==> src/rtl/io_bus_router_if.sv <==
// CPU, RAM and VGA bus signals of io_bus_router grouped into one bundle.
// slave is the router's view; master is the CPU/decoder/downstream side.
interface io_bus_router_if #(
  parameter int unsigned VGA_AW = 18
);
  logic              cpu_req;
  logic              cpu_we;
  logic [63:0]       cpu_addr;
  logic [63:0]       cpu_wdata;
  logic              sel_io;
  logic              sel_led;
  logic              sel_sw;
  logic              sel_vga;
  logic              cpu_busy;
  logic              cpu_ack;
  logic              cpu_err;
  logic [63:0]       cpu_rdata;
  logic              ram_req;
  logic              ram_we;
  logic [63:0]       ram_addr;
  logic [63:0]       ram_wdata;
  logic [63:0]       ram_rdata;
  logic              ram_ack;
  logic              vga_req;
  logic              vga_we;
  logic [VGA_AW-1:0] vga_addr;
  logic [63:0]       vga_wdata;
  logic [63:0]       vga_rdata;
  logic              vga_ack;

  modport slave (
    input  cpu_req, cpu_we, cpu_addr, cpu_wdata,
    input  sel_io, sel_led, sel_sw, sel_vga,
    output cpu_busy, cpu_ack, cpu_err, cpu_rdata,
    output ram_req, ram_we, ram_addr, ram_wdata,
    input  ram_rdata, ram_ack,
    output vga_req, vga_we, vga_addr, vga_wdata,
    input  vga_rdata, vga_ack
  );

  modport master (
    output cpu_req, cpu_we, cpu_addr, cpu_wdata,
    output sel_io, sel_led, sel_sw, sel_vga,
    input  cpu_busy, cpu_ack, cpu_err, cpu_rdata,
    input  ram_req, ram_we, ram_addr, ram_wdata,
    output ram_rdata, ram_ack,
    input  vga_req, vga_we, vga_addr, vga_wdata,
    output vga_rdata, vga_ack
  );
endinterface

==> src/rtl/io_bus_router.sv <==
// Raisin64 data-side router: steers one CPU load/store to RAM, VGA or local LED/SW regs.
// Optional macro BUS_TIMEOUT_EN adds a downstream wait limit of TIMEOUT_CYCLES.
module io_bus_router #(
  parameter int unsigned LED_W          = 16,
  parameter int unsigned SW_W           = 16,
  parameter int unsigned VGA_AW         = 18,
  parameter int unsigned TIMEOUT_CYCLES = 255
) (
  input  logic             clk,
  input  logic             rst,
  io_bus_router_if.slave   bus,
  output logic [LED_W-1:0] led,
  input  logic [SW_W-1:0]  sw
);

  typedef enum logic [1:0] {IDLE, RAM, VGA, DONE} state_e;

  state_e           state_q;
  logic             we_q;
  logic [63:0]      addr_q;
  logic [63:0]      wdata_q;
  logic [63:0]      rdata_q;
  logic             busy_q;
  logic             ack_q;
  logic             err_q;
  logic             ram_req_q;
  logic             vga_req_q;
  logic [LED_W-1:0] led_q;
  logic [SW_W-1:0]  sw_meta_q;
  logic [SW_W-1:0]  sw_sync_q;

  logic             ds_ack;
  logic [63:0]      ds_rdata;
  logic [63:0]      local_rdata;
  logic             timeout;

  always_ff @(posedge clk) begin
    if (rst) begin
      sw_meta_q <= '0;
      sw_sync_q <= '0;
    end else begin
      sw_meta_q <= sw;
      sw_sync_q <= sw_meta_q;
    end
  end

  // An ack on the channel not currently in use is never looked at.
  always_comb begin
    ds_ack      = 1'b0;
    ds_rdata    = bus.ram_rdata;
    local_rdata = '0;
    if (state_q == RAM) begin
      ds_ack = bus.ram_ack;
    end else if (state_q == VGA) begin
      ds_ack   = bus.vga_ack;
      ds_rdata = bus.vga_rdata;
    end
    if (!bus.cpu_we) begin
      local_rdata = bus.sel_led ? 64'(led_q) : 64'(sw_sync_q);
    end
  end

`ifdef BUS_TIMEOUT_EN
  localparam int unsigned TW = $clog2(TIMEOUT_CYCLES + 1);
  logic [TW-1:0] cnt_q;

  assign timeout = (cnt_q == TW'(TIMEOUT_CYCLES - 1));

  always_ff @(posedge clk) begin
    if (rst) begin
      cnt_q <= '0;
    end else if (state_q == IDLE && bus.cpu_req) begin
      cnt_q <= '0;
    end else if ((state_q == RAM || state_q == VGA) && !ds_ack && !timeout) begin
      cnt_q <= cnt_q + 1'b1;
    end
  end
`else
  assign timeout = 1'b0;
`endif

  always_ff @(posedge clk) begin
    if (rst) begin
      state_q   <= IDLE;
      we_q      <= 1'b0;
      addr_q    <= '0;
      wdata_q   <= '0;
      rdata_q   <= '0;
      busy_q    <= 1'b0;
      ack_q     <= 1'b0;
      err_q     <= 1'b0;
      ram_req_q <= 1'b0;
      vga_req_q <= 1'b0;
      led_q     <= '0;
    end else begin
      case (state_q)
        IDLE: begin
          if (bus.cpu_req) begin
            we_q    <= bus.cpu_we;
            addr_q  <= bus.cpu_addr;
            wdata_q <= bus.cpu_wdata;
            busy_q  <= 1'b1;
            if (!bus.sel_io) begin
              state_q   <= RAM;
              ram_req_q <= 1'b1;
            end else if (bus.sel_vga) begin
              state_q   <= VGA;
              vga_req_q <= 1'b1;
            end else begin
              // Local page or unmapped IO completes without a downstream wait.
              state_q <= DONE;
              ack_q   <= 1'b1;
              err_q   <= !(bus.sel_led || bus.sel_sw);
              rdata_q <= (bus.sel_led || bus.sel_sw) ? local_rdata : '0;
              if (bus.sel_led && bus.cpu_we) begin
                led_q <= bus.cpu_wdata[LED_W-1:0];
              end
            end
          end
        end
        RAM, VGA: begin
          if (ds_ack || timeout) begin
            state_q   <= DONE;
            ram_req_q <= 1'b0;
            vga_req_q <= 1'b0;
            ack_q     <= 1'b1;
            err_q     <= !ds_ack;
            rdata_q   <= (ds_ack && !we_q) ? ds_rdata : '0;
          end
        end
        DONE: begin
          state_q <= IDLE;
          ack_q   <= 1'b0;
          err_q   <= 1'b0;
          busy_q  <= 1'b0;
        end
        default: state_q <= IDLE;
      endcase
    end
  end

  assign bus.cpu_busy  = busy_q;
  assign bus.cpu_ack   = ack_q;
  assign bus.cpu_err   = err_q;
  assign bus.cpu_rdata = rdata_q;
  assign bus.ram_req   = ram_req_q;
  assign bus.ram_we    = we_q;
  assign bus.ram_addr  = addr_q;
  assign bus.ram_wdata = wdata_q;
  assign bus.vga_req   = vga_req_q;
  assign bus.vga_we    = we_q;
  assign bus.vga_addr  = addr_q[VGA_AW-1:0];
  assign bus.vga_wdata = wdata_q;
  assign led           = led_q;

endmodule
==> src/flat_wrapper.sv <==
// flat-port wrapper written by rule: the top's interface ports become plain ports
module io_bus_router_flat 
#(
  parameter int unsigned LED_W          = 16,
  parameter int unsigned SW_W           = 16,
  parameter int unsigned VGA_AW         = 18,
  parameter int unsigned TIMEOUT_CYCLES = 255
)
  (clk, rst, led, sw, bus_cpu_req, bus_cpu_we, bus_cpu_addr, bus_cpu_wdata, bus_sel_io, bus_sel_led, bus_sel_sw, bus_sel_vga, bus_cpu_busy, bus_cpu_ack, bus_cpu_err, bus_cpu_rdata, bus_ram_req, bus_ram_we, bus_ram_addr, bus_ram_wdata, bus_ram_rdata, bus_ram_ack, bus_vga_req, bus_vga_we, bus_vga_addr, bus_vga_wdata, bus_vga_rdata, bus_vga_ack);
  io_bus_router_if #(.VGA_AW(VGA_AW)) bus_i ();
  input  logic clk;
  input  logic rst;
  output logic [LED_W-1:0] led;
  input  logic [SW_W-1:0] sw;
  input wire logic [$bits(bus_i.cpu_req)-1:0] bus_cpu_req;
  input wire logic [$bits(bus_i.cpu_we)-1:0] bus_cpu_we;
  input wire logic [$bits(bus_i.cpu_addr)-1:0] bus_cpu_addr;
  input wire logic [$bits(bus_i.cpu_wdata)-1:0] bus_cpu_wdata;
  input wire logic [$bits(bus_i.sel_io)-1:0] bus_sel_io;
  input wire logic [$bits(bus_i.sel_led)-1:0] bus_sel_led;
  input wire logic [$bits(bus_i.sel_sw)-1:0] bus_sel_sw;
  input wire logic [$bits(bus_i.sel_vga)-1:0] bus_sel_vga;
  output wire logic [$bits(bus_i.cpu_busy)-1:0] bus_cpu_busy;
  output wire logic [$bits(bus_i.cpu_ack)-1:0] bus_cpu_ack;
  output wire logic [$bits(bus_i.cpu_err)-1:0] bus_cpu_err;
  output wire logic [$bits(bus_i.cpu_rdata)-1:0] bus_cpu_rdata;
  output wire logic [$bits(bus_i.ram_req)-1:0] bus_ram_req;
  output wire logic [$bits(bus_i.ram_we)-1:0] bus_ram_we;
  output wire logic [$bits(bus_i.ram_addr)-1:0] bus_ram_addr;
  output wire logic [$bits(bus_i.ram_wdata)-1:0] bus_ram_wdata;
  input wire logic [$bits(bus_i.ram_rdata)-1:0] bus_ram_rdata;
  input wire logic [$bits(bus_i.ram_ack)-1:0] bus_ram_ack;
  output wire logic [$bits(bus_i.vga_req)-1:0] bus_vga_req;
  output wire logic [$bits(bus_i.vga_we)-1:0] bus_vga_we;
  output wire logic [$bits(bus_i.vga_addr)-1:0] bus_vga_addr;
  output wire logic [$bits(bus_i.vga_wdata)-1:0] bus_vga_wdata;
  input wire logic [$bits(bus_i.vga_rdata)-1:0] bus_vga_rdata;
  input wire logic [$bits(bus_i.vga_ack)-1:0] bus_vga_ack;
  assign bus_i.cpu_req = bus_cpu_req;
  assign bus_i.cpu_we = bus_cpu_we;
  assign bus_i.cpu_addr = bus_cpu_addr;
  assign bus_i.cpu_wdata = bus_cpu_wdata;
  assign bus_i.sel_io = bus_sel_io;
  assign bus_i.sel_led = bus_sel_led;
  assign bus_i.sel_sw = bus_sel_sw;
  assign bus_i.sel_vga = bus_sel_vga;
  assign bus_cpu_busy = bus_i.cpu_busy;
  assign bus_cpu_ack = bus_i.cpu_ack;
  assign bus_cpu_err = bus_i.cpu_err;
  assign bus_cpu_rdata = bus_i.cpu_rdata;
  assign bus_ram_req = bus_i.ram_req;
  assign bus_ram_we = bus_i.ram_we;
  assign bus_ram_addr = bus_i.ram_addr;
  assign bus_ram_wdata = bus_i.ram_wdata;
  assign bus_i.ram_rdata = bus_ram_rdata;
  assign bus_i.ram_ack = bus_ram_ack;
  assign bus_vga_req = bus_i.vga_req;
  assign bus_vga_we = bus_i.vga_we;
  assign bus_vga_addr = bus_i.vga_addr;
  assign bus_vga_wdata = bus_i.vga_wdata;
  assign bus_i.vga_rdata = bus_vga_rdata;
  assign bus_i.vga_ack = bus_vga_ack;
  io_bus_router #(.LED_W(LED_W), .SW_W(SW_W), .VGA_AW(VGA_AW), .TIMEOUT_CYCLES(TIMEOUT_CYCLES)) u_core (.clk(clk), .rst(rst), .bus(bus_i), .led(led), .sw(sw));
endmodule
==> config.mk <==
export PLATFORM = sky130hd
export DESIGN_NAME = io_bus_router_flat
export DESIGN_NICKNAME = d
export VERILOG_FILES = /design/src/rtl/io_bus_router_if.sv /design/src/rtl/io_bus_router.sv /design/src/flat_wrapper.sv
export SDC_FILE = /design/constraint.sdc
export NUM_CORES = 1
export LEC_CHECK = 0
export BUFFER_PORTS_ARGS = -buffer_cell sky130_fd_sc_hd__buf_2
export CAP_MARGIN = 10
export CORE_AREA = 2 2 223 225
export DETAILED_ROUTE_END_ITERATION = 12
export DIE_AREA = 0 0 225 227
export PLACE_DENSITY = 0.41
export SLEW_MARGIN = 20
export SYNTH_ARGS = -nofsm -noshare
export SYNTH_HDL_FRONTEND = slang
export SYNTH_SLANG_ARGS = --single-unit
export TNS_END_PERCENT = 30
==> constraint.sdc <==
create_clock -name clk -period 1.95 [get_ports clk]
set_clock_uncertainty 0.1 [all_clocks]
set_input_delay 0.195 -clock clk [delete_from_list [all_inputs] [get_ports clk]]
set_output_delay 0.195 -clock clk [all_outputs]
set_load 0.01 [all_outputs]
## Word-level counts from Yosys, hierarchy flattened

Cells that the tools add are included.

- Register bits: 248
- Output and inout bits: 297
- Input bits: 282
- Word-level logic and storage cells: 79

- Bitwise operators: 1
- Reduce and logical (&&, ||, !) cells: 18
- Multiplexer cells: 38
- Equality and inequality tests: 9

Operators with widths:

| kind | count |
|---|---|
| $mux 64 | 9 |
| $pmux 64 s2 | 1 |
| $mux 1 | 18 |
| $mux 16 | 1 |
| $reduce_and 5->1 | 3 |
| $ne 2x2->1 const B | 5 |
| $reduce_and 4->1 | 2 |
| $mux 2 | 3 |
| $pmux 1 s2 | 3 |
| $pmux 1 s3 | 2 |
| $pmux 2 s3 | 1 |
| $reduce_and 2->1 | 3 |
| $eq 2x2->1 const B | 2 |
| $reduce_bool 2->1 | 2 |
| $logic_not 1->1 | 3 |
| $eq 2x1->1 const B | 1 |
| $logic_and 1x1->1 | 2 |
| $logic_not 2->1 | 1 |
| $ne 2x1->1 const B | 1 |
| $reduce_or 2->1 | 1 |
| $logic_or 1x1->1 | 1 |
| $not 1->1 | 1 |

## Longest topological paths before layout

- Depth after elaboration: 7
- Mapped depth: 9
- Gate-level depth less buffers: 6

## Least setup slack after synthesis

No wires, ideal clock.

- Path kind: flip-flop to flip-flop
- Start: reg u_core.state_q[0]
- End: reg u_core.rdata_q[10] (netlist: u_core.bus.cpu_rdata[10])
- Cell stages (with the launch flop): 10
- Arrival: 1.768 ns
- Data required time: 1.764 ns
- Setup time: 0.086 ns
- Slack: -0.004 ns
- Buffers on the path: 4
- Period minus slack after synthesis: 1.954 ns
- Cells stage by stage: dfxtp_1 > inv_1 > ha_1 > buf_6 > or2_0 > buf_6 > and2_4 > buf_6 > buf_6 > a211oi_1

- Cells in the longest elaborated chain, start to end: 7
- Elaborated cells between the ends (all ways): 18
- Those cells by class: 6 x eq/ne; 7 x mux; 5 x reduce/logical

Ends and longest elaborated chain:

| what | RTL line | RTL |
|---|---|---|
| from (decl) | io_bus_router.sv:18 | `state_e state_q;` |
| from (signal assigned) | io_bus_router.sv:84 | `state_q <= IDLE;` |
| from (signal assigned) | io_bus_router.sv:104 | `state_q <= RAM;` |
| from (signal assigned) | io_bus_router.sv:107 | `state_q <= VGA;` |
| $eq 2x2->1 | io_bus_router.sv:54, io_bus_router.sv:96 |  |
| $mux 1 | io_bus_router.sv:54 | `end else if (state_q == VGA) begin` |
| $mux 1 | io_bus_router.sv:52 | `if (state_q == RAM) begin` |
| $logic_and 1x1->1 | io_bus_router.sv:128 | `rdata_q <= (ds_ack && !we_q) ? ds_rdata : '0;` |
| $mux 64 | io_bus_router.sv:128 |  |
| $mux 64 | io_bus_router.sv:122 | `if (ds_ack \|\| timeout) begin` |
| $pmux 64 s2 | io_bus_router.sv:96 | `case (state_q)` |
| to (signal assigned) | io_bus_router.sv:114 | `rdata_q <= (bus.sel_led \|\| bus.sel_sw) ? local_rdata : '0;` |
| to (signal assigned) | io_bus_router.sv:128 |  |
| to (decl) | io_bus_router.sv:22 | `logic [63:0] rdata_q;` |

Parallel ways exist; a longest one is shown, timed or not. The select of a mux whose other input is x is not followed.
A chain may end at the register's enable or synchronous reset.

## Worst setup path in the final report

- Start: reg u_core.state_q[0]
- End: reg u_core.rdata_q[6] (netlist: u_core.bus.cpu_rdata[6])

The elaborated chain is that of the path after synthesis.

==> results.txt <==
----------------------------------------------------
[Outcome]
  Status ... finished with violations
  Failing checks ... setup timing

[Floorplanning]
  Vertical die dimension ... 227 µm
  Row count ... 81
  X dimension of the die ... 225 µm
  Std-Cell Core Area ... 48500 µm²
  Area of the die ... 51100 µm²
  Initial core utilization ... 0.207
  Boundary pin count ... 579

[Setup path]
  Worst Path Max Fanout ... 9
  Worst setup path class ... reg2reg
  Arrival time at the worst endpoint ... 2.30 ns
  Cells along the critical path ... inv_4, buf_6, ha_4, nor2b_4, buf_12, mux2_2, a22oi_2, a211oi_2
  Slowest cell on the critical path ... sky130_fd_sc_hd__dfxtp_4
  Crit path required time ... 2.26 ns
  Crit path largest cell delay ... 0.37 ns
  Endpoint type of the worst setup path ... flop
  Category of the worst setup path launch point ... flop

[STA]
  Max-slew violation count ... 0
  Final critical delay including setup and external delays ... 1.99 ns
  Count of endpoints failing setup in the final report ... 23
  Fmax ... 503 MHz
  Part of the cycle the worst path needs ... 1.02
  Unrepaired setup endpoints after global routing ... true
  Worst slew margin relative to its limit ... 0.289
  Smallest hold slack ... 0.0150 ns
  Final setup margin ... -0.0399 ns
  Pin slew with the least headroom to its limit ... 1.06 ns
  Final Hold Fails ... 0

[Global routing]
  Number of global-route vias before repair ... 10500
  Number of antenna violations at the first check in global routing ... 3
  Maximum number of pins on one net before global-route repair ... 77
  GRT Resource Usage Total ... 0.153
  Total grt overflow ... 0
  Global-route wire length before repair ... 60.7 mm

[Yosys]
  Post-Synthesis Cells ... 1114
  Post-synthesis area per instance ... 9.01 µm²
  Proportion of register bits with asynchronous set or reset after synthesis ... 0
  Count of different cell masters after synthesis ... 38
  Sequential cell area fraction in the yosys report ... 0.495
  Number of synthesized register bits ... 248
  Count of warnings emitted by yosys ... 0
  Post-synth EDFFs ... 0
  Net Count, Synth ... 1402
  Synthesized area ... 10000 µm²
  Ys flop type ... sky130_fd_sc_hd__dfxtp_1

[Power]
  Leakage component of the power ... 7.84 nW
  Overall power after layout ... 20.6 mW
  Worst ir drop on vdd ... 0.604 mV
  PwrDens ... 1200 nW/µm²

[Detailed routing]
  Post-route antenna net violation count ... 0
  Count of routing violations after the opening detailed-route iteration ... 351
  Final Routed Wirelength ... 42.2 mm
  Post-DR wirelength/cell ... 16.9 µm
  Via count ... 10600
  DRC Markers ... 0
  TritonRoute pass-1 iters ... 4
  Avg Vias per Cell ... 4.23

[Clock tree]
  Clock-pin slew of the registers on the worst-case setup and hold paths ... 0.06 ns
  Cts bufs inserted ... 30
  TritonCTS clock tree ... done
  Count of clock tree sinks ... 248
  Clock tree root driver cell ... sky130_fd_sc_hd__clkbuf_16
  Max Buffers Root-to-Sink ... 3
  Clock latency on the worst-skew pair ... 0.58 ns
  H-tree level count ... 1

[Layout]
  Most common library cell in the layout ignoring fill and taps ... sky130_fd_sc_hd__buf_2
  Most used cells in the layout excluding fill and tap cells ... 577 x sky130_fd_sc_hd__buf_2, 279 x sky130_fd_sc_hd__nand2_1, 250 x sky130_fd_sc_hd__dlygate4sd3_1
  Area growth from synthesis to layout ... 71.2%
  Net count of the finished layout ... 2144
  Share of layout cells above drive strength 1 ... 0.398

[Placement]
  Final weighted congestion in routability-driven placement ... 0.841
  IO buf count ... 578
  Final HPWL DP ... 28.9 mm

[Flow run]
  Maxcap violations ... 0

[Min path]
  Path category of the worst min-delay check ... in2reg

----------------------------------------------------
-- synthesized netlist by cell type (7+ instances only) --
master                      number  area, µm²
sky130_fd_sc_hd__a22oi_1        16        120
sky130_fd_sc_hd__mux2i_1        50        500
sky130_fd_sc_hd__a21oi_1       165        826
sky130_fd_sc_hd__nor2b_1        37        231
sky130_fd_sc_hd__buf_2          32        160
sky130_fd_sc_hd__o21ai_0        17       85.1
sky130_fd_sc_hd__o2bb2ai_1      48        420
sky130_fd_sc_hd__mux2_2         32        360
sky130_fd_sc_hd__nand2_1       280       1050
sky130_fd_sc_hd__buf_6           7       78.8
sky130_fd_sc_hd__dfxtp_1       248       4960
sky130_fd_sc_hd__buf_1           7       26.3
sky130_fd_sc_hd__a211oi_1       17        128
sky130_fd_sc_hd__clkbuf_1       35        131
sky130_fd_sc_hd__buf_4          86        646
-- routing by layer --
layer  up-vias  global-route usage  routed length, µm
met5         -                   0                  0
met4         0              0.0570               1450
met3        60              0.0374               2960
met2       389               0.273              21000
met1      4946               0.176              16800
li1       5196                   -                  -
-- final timing paths --
check | start | to | slack (ns) | cells after the start
max | u_core.state_q[0] | u_core.bus.cpu_rdata[6] | -0.04 | 8
min | bus_ram_rdata[9] | u_core.bus.cpu_rdata[9] | 0.02 | 4
max reg2reg | u_core.state_q[0] | u_core.bus.cpu_rdata[6] | -0.04 | 8
min reg2reg | u_core.sw_meta_q[15] | u_core.sw_sync_q[15] | 0.33 | 1
-- power breakdown --
part	total [mW]	internal (mW)	switching [mW]
Sequential	6.34	5.84	0.505
Combinational	8.30	3.86	4.44
Clock	5.99	3.70	2.30
-- worst max-delay path, delay by kind of cell, from the launching register on --
family                   cells  cell delay, ns
multiplexers                 1            0.35
flip-flops                   1            0.37
adder cells (fa/ha/maj)      1            0.12
AO/OA/AOI/OAI                2            0.28
buffers and inverters        3            0.37
AND/OR/NAND/NOR              1            0.22
-- cell type report --
type | count | area (µm²)
fillers | 4993 | 31400
diodes | 3 | 7.51
multi-input cells | 697 | 4250
inverters | 3 | 13.8
clock inverters | 11 | 173
repair buffers | 876 | 6100
flip-flops and latches | 248 | 4970
well taps | 622 | 778
clock buffers | 45 | 897
-- metrics by stage --
| stage | worst slack [ns] | util | cell area (µm²) | setup TNS, ns | std cells |
|---|---|---|---|---|---|
| floorplan | 0.00890 | - | 10000 | 0 | 1114 |
| global placement | 0.0242 | 0.271 | 13200 | 0 | 2183 |
| detailed placement | -0.0236 | 0.271 | 13200 | -0.0439 | 2183 |
| CTS | -0.0160 | 0.348 | 16900 | -0.311 | 2498 |
| global route | -0.116 | 0.354 | 17200 | -3.70 | 2504 |
| finish | -0.0399 | 0.354 | 17200 | -0.388 | 2505 |
-- flip-flops by register name, indices dropped and copies added (netlist names) --
register / cells
u_core.bus.vga_req: 1
u_core.bus.ram_req: 1
u_core.bus.ram_wdata: 64
u_core.bus.cpu_busy: 1
u_core.sw_sync_q: 16
u_core.bus.ram_addr: 64
u_core.state_q: 2
u_core.sw_meta_q: 16
u_core.bus.cpu_err: 1
u_core.led: 16
u_core.bus.cpu_ack: 1
u_core.bus.ram_we: 1
u_core.bus.cpu_rdata: 64
-- cells by family (layout without fill, tap and decap cells) --
| logic type | Yosys count | count (layout) | synth area share |
|---|---|---|---|
| flops | 248 | 248 | 0.495 |
| compound gates | 273 | 273 | 0.167 |
| mux | 82 | 82 | 0.0858 |
| buf+inv | 170 | 935 | 0.105 |
| fa+ha+maj | 6 | 6 | 0.00748 |
| simple gates | 335 | 336 | 0.140 |
| other cells | 0 | 3 | 0 |
-- repair_timing --
item,4_1_cts,5_1_grt
pin swaps,1,8
endpoints found under the hold margin,234,0
setup buffers,3,2
hold buffers,252,0
cloned,4,2
resized for setup,11,42
endpoints found under the setup margin,62,63
Power figures use the tool's default switching activity.
